### src/rtl/muldiv_unit.sv
// Iterative RV32M multiply/divide unit: shift-add multiply, restoring divide, start/busy/done handshake.
// Optional build macro MULDIV_FAST_MUL_EN replaces the iterative multiply with a single-cycle product.
module muldiv_unit #(
    parameter int WIDTH = 32
) (
    input  logic             clk,
    input  logic             rst_n,
    input  logic             start,
    input  logic [2:0]       funct3,
    input  logic [WIDTH-1:0] op_a,
    input  logic [WIDTH-1:0] op_b,
    output logic             busy,
    output logic             done,
    output logic [WIDTH-1:0] result
);

    localparam int CW = $clog2(WIDTH);

    localparam logic [1:0] S_IDLE = 2'd0;
    localparam logic [1:0] S_MUL  = 2'd1;
    localparam logic [1:0] S_DIV  = 2'd2;
    localparam logic [1:0] S_DONE = 2'd3;

    logic [1:0]         state_q, state_d;
    logic [CW-1:0]      cnt_q, cnt_d;
    logic               hi_sel_q, hi_sel_d;
    logic               neg_q, neg_d;
    logic [WIDTH-1:0]   mag_a_q, mag_a_d;
    logic [WIDTH-1:0]   mag_b_q, mag_b_d;
    logic [2*WIDTH-1:0] acc_q, acc_d;
    logic [WIDTH-1:0]   result_q, result_d;

    logic               a_signed, b_signed, sa, sb, div_zero, div_ovf;
    logic [WIDTH-1:0]   mag_a_in, mag_b_in;
    logic [WIDTH:0]     mul_sum, div_shift, div_trial;
    logic [2*WIDTH-1:0] mul_step, div_step, mul_full, mul_signed;
    logic [WIDTH-1:0]   mul_res, div_sel, div_res;

    assign a_signed = (funct3 != 3'b011) && (funct3 != 3'b101) && (funct3 != 3'b111);
    assign b_signed = (funct3 == 3'b000) || (funct3 == 3'b001) ||
                      (funct3 == 3'b100) || (funct3 == 3'b110);
    assign sa       = a_signed & op_a[WIDTH-1];
    assign sb       = b_signed & op_b[WIDTH-1];
    assign mag_a_in = sa ? -op_a : op_a;
    assign mag_b_in = sb ? -op_b : op_b;
    assign div_zero = (op_b == '0);
    assign div_ovf  = b_signed && (op_a == {1'b1, {(WIDTH-1){1'b0}}}) && (op_b == '1);

    // Multiply: acc = {partial high, remaining multiplier bits}, shifted right each step.
    assign mul_sum  = {1'b0, acc_q[2*WIDTH-1:WIDTH]} + (acc_q[0] ? {1'b0, mag_a_q} : '0);
    assign mul_step = {mul_sum, acc_q[WIDTH-1:1]};

    // Divide: acc = {partial remainder, dividend shifting out / quotient shifting in}.
    assign div_shift = acc_q[2*WIDTH-1:WIDTH-1];
    assign div_trial = div_shift - {1'b0, mag_b_q};
    assign div_step  = div_trial[WIDTH]
                     ? {div_shift[WIDTH-1:0], acc_q[WIDTH-2:0], 1'b0}
                     : {div_trial[WIDTH-1:0], acc_q[WIDTH-2:0], 1'b1};

`ifdef MULDIV_FAST_MUL_EN
    assign mul_full = {{WIDTH{1'b0}}, mag_a_q} * {{WIDTH{1'b0}}, mag_b_q};
`else
    assign mul_full = mul_step;
`endif

    assign mul_signed = neg_q ? -mul_full : mul_full;
    assign mul_res    = hi_sel_q ? mul_signed[2*WIDTH-1:WIDTH] : mul_signed[WIDTH-1:0];
    assign div_sel    = hi_sel_q ? div_step[2*WIDTH-1:WIDTH] : div_step[WIDTH-1:0];
    assign div_res    = neg_q ? -div_sel : div_sel;

    always_comb begin
        state_d  = state_q;
        cnt_d    = cnt_q;
        hi_sel_d = hi_sel_q;
        neg_d    = neg_q;
        mag_a_d  = mag_a_q;
        mag_b_d  = mag_b_q;
        acc_d    = acc_q;
        result_d = result_q;
        case (state_q)
            S_IDLE: begin
                if (start) begin
                    hi_sel_d = funct3[2] ? funct3[1] : (funct3[1:0] != 2'b00);
                    neg_d    = (funct3[2] & funct3[1]) ? sa : (sa ^ sb);
                    mag_a_d  = mag_a_in;
                    mag_b_d  = mag_b_in;
                    cnt_d    = '0;
                    if (!funct3[2]) begin
                        state_d = S_MUL;
                        acc_d   = {{WIDTH{1'b0}}, mag_b_in};
                    end else if (div_zero) begin
                        state_d  = S_DONE;
                        result_d = funct3[1] ? op_a : '1;
                    end else if (div_ovf) begin
                        state_d  = S_DONE;
                        result_d = funct3[1] ? '0 : op_a;
                    end else begin
                        state_d = S_DIV;
                        acc_d   = {{WIDTH{1'b0}}, mag_a_in};
                    end
                end
            end
            S_MUL: begin
`ifdef MULDIV_FAST_MUL_EN
                state_d  = S_DONE;
                result_d = mul_res;
`else
                acc_d = mul_step;
                cnt_d = cnt_q + 1'b1;
                if (cnt_q == CW'(WIDTH-1)) begin
                    state_d  = S_DONE;
                    result_d = mul_res;
                end
`endif
            end
            S_DIV: begin
                acc_d = div_step;
                cnt_d = cnt_q + 1'b1;
                if (cnt_q == CW'(WIDTH-1)) begin
                    state_d  = S_DONE;
                    result_d = div_res;
                end
            end
            default: state_d = S_IDLE;
        endcase
    end

    always_ff @(posedge clk or negedge rst_n) begin
        if (!rst_n) begin
            state_q  <= S_IDLE;
            cnt_q    <= '0;
            hi_sel_q <= 1'b0;
            neg_q    <= 1'b0;
            mag_a_q  <= '0;
            mag_b_q  <= '0;
            acc_q    <= '0;
            result_q <= '0;
        end else begin
            state_q  <= state_d;
            cnt_q    <= cnt_d;
            hi_sel_q <= hi_sel_d;
            neg_q    <= neg_d;
            mag_a_q  <= mag_a_d;
            mag_b_q  <= mag_b_d;
            acc_q    <= acc_d;
            result_q <= result_d;
        end
    end

    assign busy   = (state_q == S_MUL) || (state_q == S_DIV);
    assign done   = (state_q == S_DONE);
    assign result = result_q;

endmodule
### config.mk
export PLATFORM = sky130hd
export DESIGN_NAME = muldiv_unit
export DESIGN_NICKNAME = d
export VERILOG_FILES = /design/src/rtl/muldiv_unit.sv
export SDC_FILE = /design/constraint.sdc
export NUM_CORES = 1
export LEC_CHECK = 0
export ABC_CLOCK_PERIOD_IN_PS = 7800
export CAP_MARGIN = 20
export CORE_UTILIZATION = 45
export DETAILED_ROUTE_END_ITERATION = 6
export DONT_BUFFER_PORTS = 1
export GPL_TIMING_DRIVEN = 0
export HOLD_SLACK_MARGIN = 0.03
export PLACE_DENSITY = 0.59
export SLEW_MARGIN = 20
export SYNTH_ARGS = -nofsm -noshare
export SYNTH_HDL_FRONTEND = slang
export SYNTH_SLANG_ARGS = --single-unit
### constraint.sdc
create_clock -name clk -period 7.8 [get_ports clk]
set_clock_uncertainty 0.2 [all_clocks]
set_input_delay 1.56 -clock clk [delete_from_list [all_inputs] [get_ports clk]]
set_output_delay 1.56 -clock clk [all_outputs]
set_load 0.02 [all_outputs]
==> flow_summary.toml <==
[clock_tree]
cts_sink_cnt = 169
insertion_delay_ns = 0.53
cts-buffers-inserted = 17
cts.hold.buffers_added = 0
tritoncts = "built"
clockBufferDepth = 2
clock_tree.htree_level_count = 4
cts_resized = 0
cts.root.buffer_cell = "sky130_fd_sc_hd__clkbuf_16"
cts.repair_timing.setup_buffer_count = 0
cts.reportedPaths.clkPinSlew_ns = 0.08

[layout]
nFillCells = 4105
drive_gt1_share_pct = 5.335
antenna_cells = 0
fin_area_um2 = 19480
final_nets = 2608
synthToLayoutAreaGrowth_pct = 7.056

[global_routing]
wire_length_of_the_first_global_routing_pass_um = 135100
pin_count_of_the_biggest_net_entering_global_routing = 170
globalRouteTotalUtil_pct = 45.87
first_global_vias = 19270
grt_overflow = 0
antenna_found_initial = 5

[critical_path]
worst_setup_path_start_kind = "flip-flop"
critical-path-slowest-cell = "sky130_fd_sc_hd__nor4_1"
crit_required_ns = 8.02
worst_path_cell_trace = "clkbuf_1 -> clkbuf_1 -> and2_1 -> ha_1 -> fa_1 -> a21oi_1 -> o221ai_1 -> xor2_1 -> a21o_1 -> nor4_1 -> nand4_1 -> nor4_2 -> a31oi_1 -> a2111oi_0 -> nor2_1 -> a31oi_1"
critical-path-max-stage-delay_ns = 0.90
timing.critical_path.max_delay_family = "simple AND/OR/NAND/NOR gates"
setup.worst_path.end_class = "flip-flop"
critical_path.n_buffers_inverters = 2
timing.critical_path.arrival_ns = 6.64
crit_path_max_fanout = 10
path_class = "flip-flop to flip-flop"

[detailed_routing]
drc_errors = 10
detail_route.wirelength_um = 95210
average_wire_per_cell_in_the_routed_design_um = 31.75
vias = 20840
final_antenna_net_count = 0
dr.first_iter.drc_count = 3206
via_count_normalized_by_instance_count = 6.948
detailedRoute.firstPassIterationCount = 7

[status]
failed_checks = "DRC"
status = "finished, violations left"

[synthesis]
synth-edff-count = 0
ys_seq_elements = 169
synth_top_area_cell = "sky130_fd_sc_hd__dfrtp_1"
number_of_nets_produced_by_synthesis = 2588
syn_inst = 2442
yosysUniqueCellTypes = 107
synth_common_cells = "311 x sky130_fd_sc_hd__nand2_1, 275 x sky130_fd_sc_hd__o21ai_0, 181 x sky130_fd_sc_hd__a21oi_1, 172 x sky130_fd_sc_hd__nor2_1, 169 x sky130_fd_sc_hd__dfrtp_1"
async_flop_share_pct = 100.0
dominantRegCellSynth = "sky130_fd_sc_hd__dfrtp_1"
synth.top_cells.by_area = "sky130_fd_sc_hd__dfrtp_1 23%, sky130_fd_sc_hd__o21ai_0 7.6%, sky130_fd_sc_hd__nand2_1 6.4%"
synth_area_per_cell_um2 = 7.450
synth_area_um2 = 18190
synth_top_area_share_pct = 23.24
synthesis.yosys.warnings = 0
synth_sequential_area_ratio_pct = 23.24
yosys.cell_count.top_type = "sky130_fd_sc_hd__nand2_1"

[sta]
finalHoldViolations = 0
drv_slew = 0
final.setup.tns_ns = 0
max_freq_ghz = 0.1559
worst_slew_pin_slew_ns = 1.221
maxSlewHeadroom_pct = 18.04
rsz0062_at_grt = "false"
holdWs_ns = 0.2800
timing.final.crit_period_ns = 6.414
final.period_utilization_pct = 82.23
timing.final.setup_violations = 0
setup_ws_ns = 1.386

[place]
place_congestion = 1.089
hpwl_um = 75930
postPlaceCellArea_um2 = 18870
preCtsSetupSlack_ns = 1.675
buffer_ports.inserted = 0

[floorplan]
initial_utilization_pct = 45.69
fp.dieW_um = 203.1
io_pins = 104
die-area_um2 = 41240
coreArea_um2 = 39820
rows = 73
die_height_um = 203.1

[power]
power_uw = 7900
power_per_cell_area_nw_per_um2 = 405.6
ir_drop_uv = 267.2
p_leak_uw = 0.007662

[hold_path]
hold_path_class = "flip-flop to flip-flop"

[run]
drv.max_cap_violation_count = 0
[area by class of cell]
type / count / area (um2) / share of cell area [%]
buffer: 176 / 695.7 / 3.572
clock buffer: 18 / 439.2 / 2.255
clock inverter: 13 / 155.1 / 0.7966
inverter: 77 / 289.0 / 1.484
multi-input combinational: 2020 / 13010 / 66.77
sequential: 169 / 4229 / 21.71
tap: 525 / 656.9 / 3.373
timing repair buffer: 1 / 7.507 / 0.03854
[registers in the layout (all words and copies together) (netlist names)]
signal    flops
neg_q         1
acc_q        64
cnt_q         5
result       32
state_q       2
mag_b_q      32
hi_sel_q      1
mag_a_q      32
[power by group]
group / internal (uW) / switching, uW / total, uW
Sequential: 1230 / 395 / 1620
Combinational: 1550 / 3830 / 5380
Clock: 435 / 464 / 899
[cell usage in the layout (no fill, tap or decap), types with 15 or more instances in the layout]
cell                          n
sky130_fd_sc_hd__xor2_1      76
sky130_fd_sc_hd__nand2b_1    17
sky130_fd_sc_hd__a22oi_1     25
sky130_fd_sc_hd__a221oi_1    21
sky130_fd_sc_hd__nor2_1     172
sky130_fd_sc_hd__a211o_1     15
sky130_fd_sc_hd__o31ai_1     47
sky130_fd_sc_hd__nand3_1     43
sky130_fd_sc_hd__nand4_1     27
sky130_fd_sc_hd__a31oi_1     33
sky130_fd_sc_hd__o21ai_0    275
sky130_fd_sc_hd__nor3_1      62
sky130_fd_sc_hd__maj3_1      20
sky130_fd_sc_hd__ha_1        74
sky130_fd_sc_hd__xnor2_1     90
sky130_fd_sc_hd__buf_2       19
sky130_fd_sc_hd__and2_1      50
sky130_fd_sc_hd__a21oi_1    181
sky130_fd_sc_hd__mux2_2      17
sky130_fd_sc_hd__nand2_1    311
sky130_fd_sc_hd__or4_1       17
sky130_fd_sc_hd__or3_1       42
sky130_fd_sc_hd__a211oi_1    20
sky130_fd_sc_hd__nor4_1      19
sky130_fd_sc_hd__mux2i_1     40
sky130_fd_sc_hd__o211ai_1    18
sky130_fd_sc_hd__clkbuf_1   145
sky130_fd_sc_hd__a21o_1      27
sky130_fd_sc_hd__inv_1       73
sky130_fd_sc_hd__clkbuf_16   17
sky130_fd_sc_hd__and3_1      23
sky130_fd_sc_hd__dfrtp_1    169
[layer usage]
layer | share of wire [%] | GRT usage (%) | up-vias
li1 | - | - | 9032
met1 | 39 | 58.68 | 10060
met2 | 42 | 66.51 | 1414
met3 | 12 | 14.75 | 329
met4 | 7.0 | 28.71 | 4
met5 | 0.038 | 0 | -
[worst reg2reg max path: cells and delay by family, from the launching register on]
family	cells	cell delay [ns]
compound gates	6	2.09
buf+inv	2	0.69
flops	1	0.33
fa+ha+maj	2	0.45
xor+xnor	1	0.43
simple gates	5	2.13
[per-stage QoR]
step	utilization, %	std cells
after global placement	47.34	2967
after floorplan	-	2442
after global routing	48.91	2999
after CTS	48.88	2999
final	48.91	2999
after detailed placement	47.38	2968
[cells by family (layout without fill, tap and decap cells)]
family / Yosys count / in the layout / synth area share (%)
multiplexers: 58 / 58 / 3.335
flip-flops: 169 / 169 / 23.24
buffers and inverters: 253 / 285 / 5.412
AND/OR/NAND/NOR: 857 / 857 / 23.31
adder cells (fa/ha/maj): 96 / 96 / 6.409
AO/OA/AOI/OAI: 843 / 843 / 30.30
XOR/XNOR: 166 / 166 / 7.991
[final timing paths]
check / startpoint / endpoint / slack [ns] / depth (start not counted)
max: acc_q[0]$_DFFE_PN0P_ / result[25]$_DFFE_PN0P_ / 1.39 / 16
min: mag_b_q[23]$_DFFE_PN0P_ / mag_b_q[23]$_DFFE_PN0P_ / 0.28 / 2
max reg2reg: acc_q[0]$_DFFE_PN0P_ / result[25]$_DFFE_PN0P_ / 1.39 / 16
min reg2reg: mag_b_q[23]$_DFFE_PN0P_ / mag_b_q[23]$_DFFE_PN0P_ / 0.28 / 2
max in group asynchronous: rst_n / acc_q[24]$_DFFE_PN0P_ / 6.34 / 0
min in group asynchronous: rst_n / result[15]$_DFFE_PN0P_ / 0.54 / 0
Power figures use the tool's default switching activity.
